<file path="src/rtl/if_redirect_arbiter_pkg.sv">
// Shared IF-stage types for redirect arbitration: redirect causes, redirect record,
// arbiter FSM states and the 72-bit predictor update carried from commit to the predictors.
package if_redirect_arbiter_pkg;

  localparam int IF_PC_BITS    = 32;
  localparam int PRED_UPD_BITS = 72;

  typedef enum logic [2:0] {
    CAUSE_NONE      = 3'd0,
    CAUSE_FLUSH     = 3'd1,
    CAUSE_INV_INSTR = 3'd2,
    CAUSE_INV_PRED  = 3'd3,
    CAUSE_CALL      = 3'd4,
    CAUSE_RET       = 3'd5
  } redirect_cause_e;

  typedef struct packed {
    logic [IF_PC_BITS-1:0] pc;
    redirect_cause_e       cause;
  } redirect_s;

  typedef enum logic [1:0] {
    ARB_IDLE = 2'd0,
    ARB_PEND = 2'd1,
    ARB_HOLD = 2'd2
  } arb_state_e;

  // kind selects BTB / gshare / RAS; ras_ptr is only meaningful for RAS updates
  typedef struct packed {
    logic [31:0] pc;
    logic [31:0] target;
    logic [2:0]  kind;
    logic        taken;
    logic [3:0]  ras_ptr;
  } predictor_update;

  function automatic logic restart_cause_legal(input logic [2:0] cause);
    return (cause == CAUSE_INV_INSTR) || (cause == CAUSE_INV_PRED) ||
           (cause == CAUSE_CALL)      || (cause == CAUSE_RET);
  endfunction

  function automatic redirect_cause_e sanitize_restart_cause(input logic [2:0] cause);
    return restart_cause_legal(cause) ? redirect_cause_e'(cause) : CAUSE_INV_INSTR;
  endfunction

endpackage

</file>
<file path="src/rtl/if_redirect_arbiter_fifo.sv">
// Generic synchronous FIFO with occupancy count; DEPTH must be a power of two so the
// pointers wrap naturally. Push when full and pop when empty are ignored.
module pr_update_fifo #(
  parameter  int DEPTH = 4,
  parameter  int WIDTH = 72,
  localparam int CNT_W = $clog2(DEPTH + 1),
  localparam int PTR_W = $clog2(DEPTH)
) (
  input  logic             clk,
  input  logic             rst_n,
  input  logic             push,
  input  logic             pop,
  input  logic [WIDTH-1:0] wdata,
  output logic [WIDTH-1:0] rdata,
  output logic             full,
  output logic             empty,
  output logic [CNT_W-1:0] count
);

  logic [WIDTH-1:0] mem [DEPTH];
  logic [PTR_W-1:0] wr_ptr;
  logic [PTR_W-1:0] rd_ptr;
  logic             do_push;
  logic             do_pop;

  assign full    = (count == CNT_W'(DEPTH));
  assign empty   = (count == '0);
  assign do_push = push & ~full;
  assign do_pop  = pop & ~empty;
  assign rdata   = mem[rd_ptr];

  always_ff @(posedge clk) begin
    if (!rst_n) begin
      wr_ptr <= '0;
      rd_ptr <= '0;
      count  <= '0;
    end else begin
      if (do_push) wr_ptr <= wr_ptr + PTR_W'(1);
      if (do_pop)  rd_ptr <= rd_ptr + PTR_W'(1);
      case ({do_push, do_pop})
        2'b10:   count <= count + CNT_W'(1);
        2'b01:   count <= count - CNT_W'(1);
        default: count <= count;
      endcase
    end
  end

  // Storage carries no reset; validity is tracked entirely by count and pointers
  always_ff @(posedge clk) begin
    if (do_push) mem[wr_ptr] <= wdata;
  end

endmodule

</file>
<file path="src/rtl/if_redirect_arbiter.sv">
// Arbitrates flush, restart and predictor-update traffic into one registered redirect per cycle.
// Optional IF_REDIRECT_UPD_BYPASS_EN lets an update skip an empty FIFO combinationally.
module if_redirect_arbiter
  import if_redirect_arbiter_pkg::*;
#(
  parameter int PC_BITS            = 32,
  parameter int UPD_FIFO_DEPTH     = 4,
  parameter int FLUSH_STALL_CYCLES = 2
) (
  input  logic               clk,
  input  logic               rst_n,
  input  logic               flush_valid_i,
  input  logic [PC_BITS-1:0] flush_pc_i,
  input  logic               restart_valid_i,
  output logic               restart_ready_o,
  input  logic [PC_BITS-1:0] restart_pc_i,
  input  logic [2:0]         restart_cause_i,
  input  logic               pr_valid_i,
  output logic               pr_ready_o,
  input  predictor_update    pr_update_i,
  output logic               upd_valid_o,
  input  logic               upd_ready_i,
  output predictor_update    upd_o,
  output logic               redirect_valid_o,
  output logic [PC_BITS-1:0] redirect_pc_o,
  output redirect_cause_e    redirect_cause_o,
  output logic               fetch_stall_o
);

  localparam int CNT_W  = $clog2(UPD_FIFO_DEPTH + 1);
  localparam int HOLD_W = $clog2(FLUSH_STALL_CYCLES + 1);

  arb_state_e         state_q, state_d;
  logic [CNT_W-1:0]   pend_cnt_q, pend_cnt_d;
  logic [HOLD_W-1:0]  hold_cnt_q, hold_cnt_d;
  logic [PC_BITS-1:0] pend_pc_q, pend_pc_d;
  redirect_cause_e    pend_cause_q, pend_cause_d;
  logic               redir_valid_d;
  logic [PC_BITS-1:0] redir_pc_d;
  redirect_cause_e    redir_cause_d;

  logic               fifo_full, fifo_empty, fifo_push, fifo_pop;
  logic [CNT_W-1:0]   fifo_count;
  predictor_update    fifo_head;
  logic               bypass, pr_accept, upd_fire, restart_fire;
  logic [CNT_W-1:0]   snapshot;
  redirect_cause_e    restart_cause;

`ifdef IF_REDIRECT_UPD_BYPASS_EN
  assign bypass = rst_n & fifo_empty & pr_valid_i & upd_ready_i;
`else
  assign bypass = 1'b0;
`endif

  assign pr_ready_o      = rst_n & ~fifo_full;
  assign pr_accept       = pr_valid_i & pr_ready_o;
  assign fifo_push       = pr_accept & ~bypass;
  assign upd_valid_o     = ~fifo_empty | bypass;
  assign upd_o           = bypass ? pr_update_i : fifo_head;
  assign upd_fire        = upd_valid_o & upd_ready_i;
  assign fifo_pop        = upd_fire & ~bypass;

  assign restart_ready_o = rst_n & (state_q == ARB_IDLE) & ~flush_valid_i;
  assign restart_fire    = restart_valid_i & restart_ready_o;
  assign restart_cause   = sanitize_restart_cause(restart_cause_i);
  // Older updates still owed to the predictor once this cycle's push/pop settle
  assign snapshot        = fifo_count + CNT_W'(pr_accept) - CNT_W'(upd_fire);

  pr_update_fifo #(
    .DEPTH (UPD_FIFO_DEPTH),
    .WIDTH (PRED_UPD_BITS)
  ) u_fifo (
    .clk   (clk),
    .rst_n (rst_n),
    .push  (fifo_push),
    .pop   (fifo_pop),
    .wdata (pr_update_i),
    .rdata (fifo_head),
    .full  (fifo_full),
    .empty (fifo_empty),
    .count (fifo_count)
  );

  always_ff @(posedge clk) begin
    if (!rst_n) begin
      state_q          <= ARB_IDLE;
      pend_cnt_q       <= '0;
      hold_cnt_q       <= '0;
      pend_pc_q        <= '0;
      pend_cause_q     <= CAUSE_NONE;
      redirect_valid_o <= 1'b0;
      redirect_pc_o    <= '0;
      redirect_cause_o <= CAUSE_NONE;
    end else begin
      state_q          <= state_d;
      pend_cnt_q       <= pend_cnt_d;
      hold_cnt_q       <= hold_cnt_d;
      pend_pc_q        <= pend_pc_d;
      pend_cause_q     <= pend_cause_d;
      redirect_valid_o <= redir_valid_d;
      redirect_pc_o    <= redir_pc_d;
      redirect_cause_o <= redir_cause_d;
    end
  end

  // Flush overrides everything and drops a waiting restart
  always_comb begin
    state_d      = state_q;
    pend_cnt_d   = pend_cnt_q;
    hold_cnt_d   = hold_cnt_q;
    pend_pc_d    = pend_pc_q;
    pend_cause_d = pend_cause_q;
    if (flush_valid_i) begin
      state_d    = ARB_HOLD;
      hold_cnt_d = HOLD_W'(FLUSH_STALL_CYCLES);
    end else begin
      case (state_q)
        ARB_IDLE: begin
          if (restart_fire && (snapshot != '0)) begin
            state_d      = ARB_PEND;
            pend_cnt_d   = snapshot;
            pend_pc_d    = restart_pc_i;
            pend_cause_d = restart_cause;
          end
        end
        ARB_PEND: begin
          if (upd_fire) begin
            pend_cnt_d = pend_cnt_q - CNT_W'(1);
            if (pend_cnt_q == CNT_W'(1)) state_d = ARB_IDLE;
          end
        end
        ARB_HOLD: begin
          hold_cnt_d = hold_cnt_q - HOLD_W'(1);
          if (hold_cnt_q == HOLD_W'(1)) state_d = ARB_IDLE;
        end
        default: state_d = ARB_IDLE;
      endcase
    end
  end

  // The pending restart fires on the edge that retires its last older update
  always_comb begin
    redir_valid_d = 1'b0;
    redir_pc_d    = redirect_pc_o;
    redir_cause_d = redirect_cause_o;
    fetch_stall_o = (state_q != ARB_IDLE);
    if (flush_valid_i) begin
      redir_valid_d = 1'b1;
      redir_pc_d    = flush_pc_i;
      redir_cause_d = CAUSE_FLUSH;
    end else if (restart_fire && (snapshot == '0)) begin
      redir_valid_d = 1'b1;
      redir_pc_d    = restart_pc_i;
      redir_cause_d = restart_cause;
    end else if ((state_q == ARB_PEND) && upd_fire && (pend_cnt_q == CNT_W'(1))) begin
      redir_valid_d = 1'b1;
      redir_pc_d    = pend_pc_q;
      redir_cause_d = pend_cause_q;
    end
  end

  restart_cause_chk: assert property (@(posedge clk) disable iff (!rst_n)
    restart_fire |-> restart_cause_legal(restart_cause_i));

endmodule

</file>
<file path="config.mk">
export PLATFORM = sky130hd
export DESIGN_NAME = if_redirect_arbiter
export DESIGN_NICKNAME = d
export VERILOG_FILES = /design/src/rtl/if_redirect_arbiter_pkg.sv /design/src/rtl/if_redirect_arbiter_fifo.sv /design/src/rtl/if_redirect_arbiter.sv
export SDC_FILE = /design/constraint.sdc
export NUM_CORES = 1
export LEC_CHECK = 0
export ABC_CLOCK_PERIOD_IN_PS = 5550
export CAP_MARGIN = 20
export CORE_MARGIN = 4
export CORE_UTILIZATION = 45
export CTS_CLUSTER_SIZE = 12
export DETAILED_ROUTE_END_ITERATION = 10
export PLACE_DENSITY = 0.7
export RECOVER_POWER = 25
export SLEW_MARGIN = 20
export SYNTH_ARGS = -nofsm -noshare
export SYNTH_HDL_FRONTEND = slang
export SYNTH_SLANG_ARGS = --single-unit
</file>
<file path="constraint.sdc">
create_clock -name clk -period 5.55 [get_ports clk]
set_input_delay 0.8325 -clock clk [delete_from_list [all_inputs] [get_ports clk]]
set_output_delay 0.8325 -clock clk [all_outputs]
set_load 0.03 [all_outputs]
</file>
==> flow_metrics.tcl, run 1 <==
set metrics [dict create \
    gp_congestion 0.768 \
    yosys.area.top_type "edfxtp_1" \
    finalCriticalPeriod_ns 3.94 \
    ys_seq_elements 375 \
    cp.required_ns 6.01 \
    hold_class "reg2reg" \
    yosys-top-cells-area "edfxtp_1 (59%), dfxtp_1 (12%), mux4_2 (11%)" \
    grt-ovfl-total 0 \
    core_sq_um 31900 \
    synth_area_sq_um 14700 \
    drv_slew 0 \
    relSlewSlack_pct 40.3 \
    grt_pass1_vias 8592 \
    area.growth.synth_to_final_pct 28.4 \
    clock_path_buffers 3 \
    clk_pin_slew_ns 0.06 \
    vias_per_cell 5.24 \
    setup_viol 0 \
    synth_cells 873 \
    cp.arrival_ns 4.40 \
    final.setup.worst_slack_ns 1.61 \
    pwr_density_cell_nw_per_um2 419 \
    dr_total_vias 8333 \
    std_cell_rows 65 \
    track_usage_pct 17.3 \
    cts_root_buffer "clkbuf_16" \
    synth.top_cell.area_share_pct 58.8 \
    dieArea_sq_um 35700 \
    final_cells 1591 \
    tightest_slew_ns 0.895 \
    end_kind "register" \
    drt-total-wl_um 31200 \
    slowest_stage "fa_1" \
    clock_skew_ns 0.0131 \
    numPortBuffers 256 \
    peakVddDrop_v 0.000258 \
    synth_cell_types 46 \
    post-place-ws_ns 1.09 \
    cts_tree "yes" \
    fillers 2431 \
    r2r_cells 11 \
    cts-htree-levels 2 \
    dp.cells 1523 \
    yosys_warnings 0 \
    synth_fp_nets 1029 \
    crit_type "reg2reg" \
    grt_max_degree 93 \
    wl_per_cell_um 19.6 \
    power.leakage_nw 6.12 \
    syn_avg_cell_area_sq_um 16.9 \
    critPathLaunchType "register" \
    drtPass1Iterations 5 \
    startpoint "u_fifo.count[1]" \
    crit_path_max_fanout 36 \
    maxCapViolCount 0 \
    final_nets 1286 \
    io_pins 257 \
    async_flop_share_pct 0 \
    die_h_um 189 \
    clkSinkCount 375 \
    path_cells "o31ai_1 > inv_1 > nand2_1 > o21ai_0 > ha_1 > fa_1 > nor2_1 > and4_4 > nor3_4 > buf_4 > a32o_1" \
    synthTopCellsByCount "edfxtp_1 (288), dfxtp_1 (87), nand2_1 (78), mux4_2 (72), nor2_1 (69)" \
    synth_most_common_cell "edfxtp_1" \
    antenna_found_initial 3 \
    layout_worst_path_cycle_share_pct 71.0 \
    slowest_delay_ns 0.61 \
    fin_util_pct 59.3 \
    crit-reg2reg-launch "u_fifo.count[1]" \
    tritoncts.num_buffers 40 \
    regToRegSetupSlack_ns 1.61 \
    endpoint "redirect_pc_o[12]" \
    drc 0 \
    antenna_left 0 \
    hold_slack_ns 0.451 \
    outcome "finished clean" \
    cts_hold_buf 0 \
    rsz0062_at_grt "false" \
    floorplan.initialDensity_pct 46.2 \
    drt_iter0_drc 586 \
    r2r_end "redirect_pc_o[12]" \
    fmax_ghz 0.254 \
    hold_viol_final 0 \
    final.setup.tns_ns 0 \
    cts.repair.resized 0 \
    post_cts_buffers 0 \
    drive_above_1_share_pct 13.2 \
    clock_latency_ns 0.52 \
    yosysSeqAreaShare_pct 70.6 \
    grt_pass1_wl_um 49000 \
    synth_flop_cell "edfxtp_1" \
    die_x_um 189 \
    dp_hpwl_um 19900 \
    synth_edf_count 288 \
]
-- critical path: cells and delay by family (launching register included) --
family,cells,cell delay (ns)
buffers and inverters,2,0.59
AND/OR/NAND/NOR,4,1.20
adder cells (fa/ha/maj),2,0.83
AO/OA/AOI/OAI,3,0.86
flip-flops,1,0.37
-- flip-flops by register name, indices dropped and copies added, names as in the netlist, named ones only --
name and count:
pend_cause_q 3, pend_pc_q 32, state_q 2, u_fifo.wr_ptr 2, u_fifo.rd_ptr 2, pend_cnt_q 3
hold_cnt_q 2, u_fifo.mem 288, u_fifo.count 3, redirect_pc_o 32, redirect_cause_o 3, redirect_valid_o 1
-- placed cells by master (no fill, tap or decap), types with 3 or more instances in the layout --
master	count
a211oi_1	3
a21boi_0	9
a21boi_1	28
a21oi_1	5
a32o_1	33
and2_1	8
and2_4	4
buf_4	13
clkbuf_1	10
clkbuf_16	42
clkdlybuf4s50_1	203
clkinv_2	3
dfxtp_1	85
diode_2	3
dlygate4sd3_1	52
edfxtp_1	288
ha_1	9
inv_1	13
mux2i_1	35
mux4_2	72
nand2_1	78
nand2b_1	34
nor2_1	69
nor2b_1	5
o21ai_0	7
xnor2_1	5
-- layout make-up --
| type | instances | area [sq um] | share of cell area [%] |
|---|---|---|---|
| flip-flops and latches | 375 | 10400 | 55.0 |
| multi-input cells | 432 | 4030 | 21.3 |
| repair buffers | 268 | 2650 | 14.0 |
| clock buffers | 57 | 1130 | 6.00 |
| well taps | 435 | 544 | 2.88 |
| clock inverters | 8 | 80.1 | 0.424 |
| inverters | 13 | 48.8 | 0.258 |
| diodes | 3 | 7.51 | 0.0397 |
-- logic make-up (layout without fill, tap and decap cells) --
logic type	count (synthesis)	count (layout)	synth area share, %
AO/OA/AOI/OAI	99	99	5.57
AND/OR/NAND/NOR	207	207	6.50
multiplexers	107	107	13.4
other	0	3	0
adder cells (fa/ha/maj)	11	11	1.04
flip-flops	375	375	70.6
XOR/XNOR	8	8	0.671
buffers and inverters	66	346	2.24
-- worst min-delay path by stage --
stage / depth (start not counted) / startpoint / end
floorplan: 2 / pend_cnt_q[1] / pend_cnt_q[1]
global placement: 2 / pend_pc_q[16] / pend_pc_q[16]
detailed placement: 2 / pend_pc_q[15] / pend_pc_q[15]
CTS: 2 / pend_pc_q[15] / pend_pc_q[15]
global route: 2 / pend_pc_q[15] / pend_pc_q[15]
finish: 2 / pend_pc_q[23] / pend_pc_q[23]
-- metal layers --
metal  vias to the layer above  wire [um]  global-route usage (%)
met5                         -         13                       0
met2                       301      14500                    27.4
met4                         2        516                    3.39
li1                       3873          -                       -
met1                      4114      13600                    24.3
met3                        43       2610                    5.01
-- report_power, final --
| part | switching [W] | leakage [nW] | internal (W) |
|---|---|---|---|
| Combinational | 0.00108 | 2.20 | 0.000994 |
| Sequential | 0.000162 | 3.33 | 0.00320 |
| Clock | 0.00101 | 0.600 | 0.00146 |
-- stage by stage --
| stage | cell area, sq um | power [W] |
|---|---|---|
| 6_report | 18900 | 0.00791 |
| 3_5_place_dp | 17700 | 0.00553 |
| 5_1_grt | 18900 | 0.00826 |
| 4_1_cts | 18900 | 0.00802 |
| 3_3_place_gp | 17700 | 0.00551 |
| 2_1_floorplan | 14700 | 0.00473 |
No activity file was read; power rests on OpenSTA's default activity.
==> inputs of run 2 (changes only) <==
- ABC_CLOCK_PERIOD_IN_PS: 5550 -> 3600
- PLACE_DENSITY: 0.7 -> 0.72
- clock period: 5.55 -> 3.6 ns (I/O delays scaled with it)
==> flow_metrics.tcl, run 2 (synthesized netlist as in run 1, its figures left out) <==
set metrics [dict create \
    outcome "finished clean" \
    maxCapViolCount 0 \
    cts_tree "yes" \
    drc 0 \
    fmax_ghz 0.313 \
    tritoncts.num_buffers 40 \
    critPathLaunchType "register" \
    top_regs "u_fifo.mem x288, pend_pc_q x32, redirect_pc_o x32" \
    crit_path_max_fanout 21 \
    dr_total_vias 8523 \
    io_pins 257 \
    numPortBuffers 256 \
    clkSinkCount 375 \
    std_cell_rows 65 \
    drv_slew 0 \
    drt_iter0_drc 563 \
    drive_above_1_share_pct 14.0 \
    floorplan.initialDensity_pct 46.2 \
    end_kind "primary output" \
    wl_per_cell_um 19.7 \
    drt-total-wl_um 31700 \
    finalCriticalPeriod_ns 3.20 \
    dieArea_sq_um 35700 \
    grt_max_degree 57 \
    final_cell_mix "edfxtp_1 (288), clkdlybuf4s50_1 (205), dfxtp_1 (85)" \
    hold_class "reg2reg" \
    die_x_um 189 \
    dp_hpwl_um 20700 \
    antenna_left 0 \
    die_h_um 189 \
    post_cts_buffers 0 \
    final_nets 1302 \
    clock_skew_ns 0.0184 \
    final.setup.tns_ns 0 \
    fin_util_pct 60.0 \
    cts.repair.resized 0 \
    grt_pass1_wl_um 50100 \
    peakVddDrop_v 0.000406 \
    gp_congestion 0.774 \
    cts-htree-levels 2 \
    core_sq_um 31900 \
    cp.required_ns 3.06 \
    vias_per_cell 5.29 \
    cts_root_buffer "clkbuf_16" \
    tightest_slew_ns 0.644 \
    layout_worst_path_cycle_share_pct 88.9 \
    hold_viol_final 0 \
    clock_latency_ns 0.52 \
    cts_hold_buf 0 \
    fillers 2400 \
    grt_pass1_vias 8759 \
    cp.arrival_ns 2.66 \
    clock_path_buffers 3 \
    track_usage_pct 17.6 \
    pwr_density_cell_nw_per_um2 638 \
    drtPass1Iterations 5 \
    final_common_cell "edfxtp_1" \
    grt-ovfl-total 0 \
    rsz0062_at_grt "false" \
    clk_pin_slew_ns 0.06 \
    regToRegSetupSlack_ns 0.54 \
    area.growth.synth_to_final_pct 29.9 \
    max_flop_register "u_fifo.mem" \
    relSlewSlack_pct 56.8 \
    power.leakage_nw 6.21 \
    setup_viol 0 \
    largest_reg_flops 288 \
    crit_type "reg2out" \
    antenna_found_initial 2 \
]
## run 2: changes by cell type in the layout (fill, tap and decap cells not counted), sizes merged
| cell | before | now |
|---|---|---|
| buf | 13 | 30 |
| clkbuf | 57 | 54 |
| clkdlybuf4s50 | 203 | 205 |
| clkinv | 5 | 11 |
| clkinvlp | 0 | 1 |
| dlygate4sd3 | 52 | 49 |
| inv | 15 | 14 |
## run 2: cell type report
type | instances | area, sq um | share of cell area (%)
Clock buffer | 54 | 1060 | 5.57
Multi-Input combinational cell | 432 | 4030 | 21.1
Sequential cell | 375 | 10400 | 54.4
Inverter | 13 | 48.8 | 0.255
Antenna cell | 3 | 7.51 | 0.0393
Timing Repair Buffer | 284 | 2920 | 15.3
Tap cell | 435 | 544 | 2.85
Clock inverter | 14 | 104 | 0.543
## run 2: where the power goes
part           internal, W  switching [W]
combinational      0.00165        0.00175
sequential         0.00493       0.000194
clock              0.00214        0.00155
total              0.00871        0.00349
## run 2: worst max-delay path, stage by stage, from the launching register on
cell and delay (ns):
dfxtp_4 0.66, buf_12 0.28, mux4_2 0.53, clkdlybuf4s50_1 0.65
## run 2: final timing paths
path	from	to	depth (start not counted)
worst max-delay path	register	upd_o[60]	3
worst min-delay path	pend_pc_q[14]	pend_pc_q[14]	2
worst max register to register	u_fifo.count[1]	redirect_pc_o[10]	10
worst min register to register	pend_pc_q[14]	pend_pc_q[14]	2
## run 2: stage by stage
step | std cells | cell area (sq um) | setup slack [ns] | hold WS, ns | total power [W]
CTS | 1607 | 19100 | 0.326 | 0.453 | 0.0124
finish | 1610 | 19100 | 0.401 | 0.450 | 0.0122
detailed placement | 1539 | 17900 | 0.185 | 0.445 | 0.00866
global route | 1607 | 19100 | 0.247 | 0.465 | 0.0128
global placement | 1539 | 17900 | 0.238 | 0.440 | 0.00863
floorplan | 873 | 14700 | 0.191 | 0.435 | 0.00729
## run 2: routing by layer
layer | global-route usage [%] | part of all wire [%]
met1 | 24.9 | 44
met3 | 4.79 | 7.6
met2 | 28.0 | 48
met5 | 0 | 0
met4 | 3.08 | 1.1
==> inputs of run 3 (changes only) <==
- GPL_ROUTABILITY_DRIVEN: unset -> 0
==> results of run 3 <==
The final DEF is identical to that of run 2; final timing and power are the same.
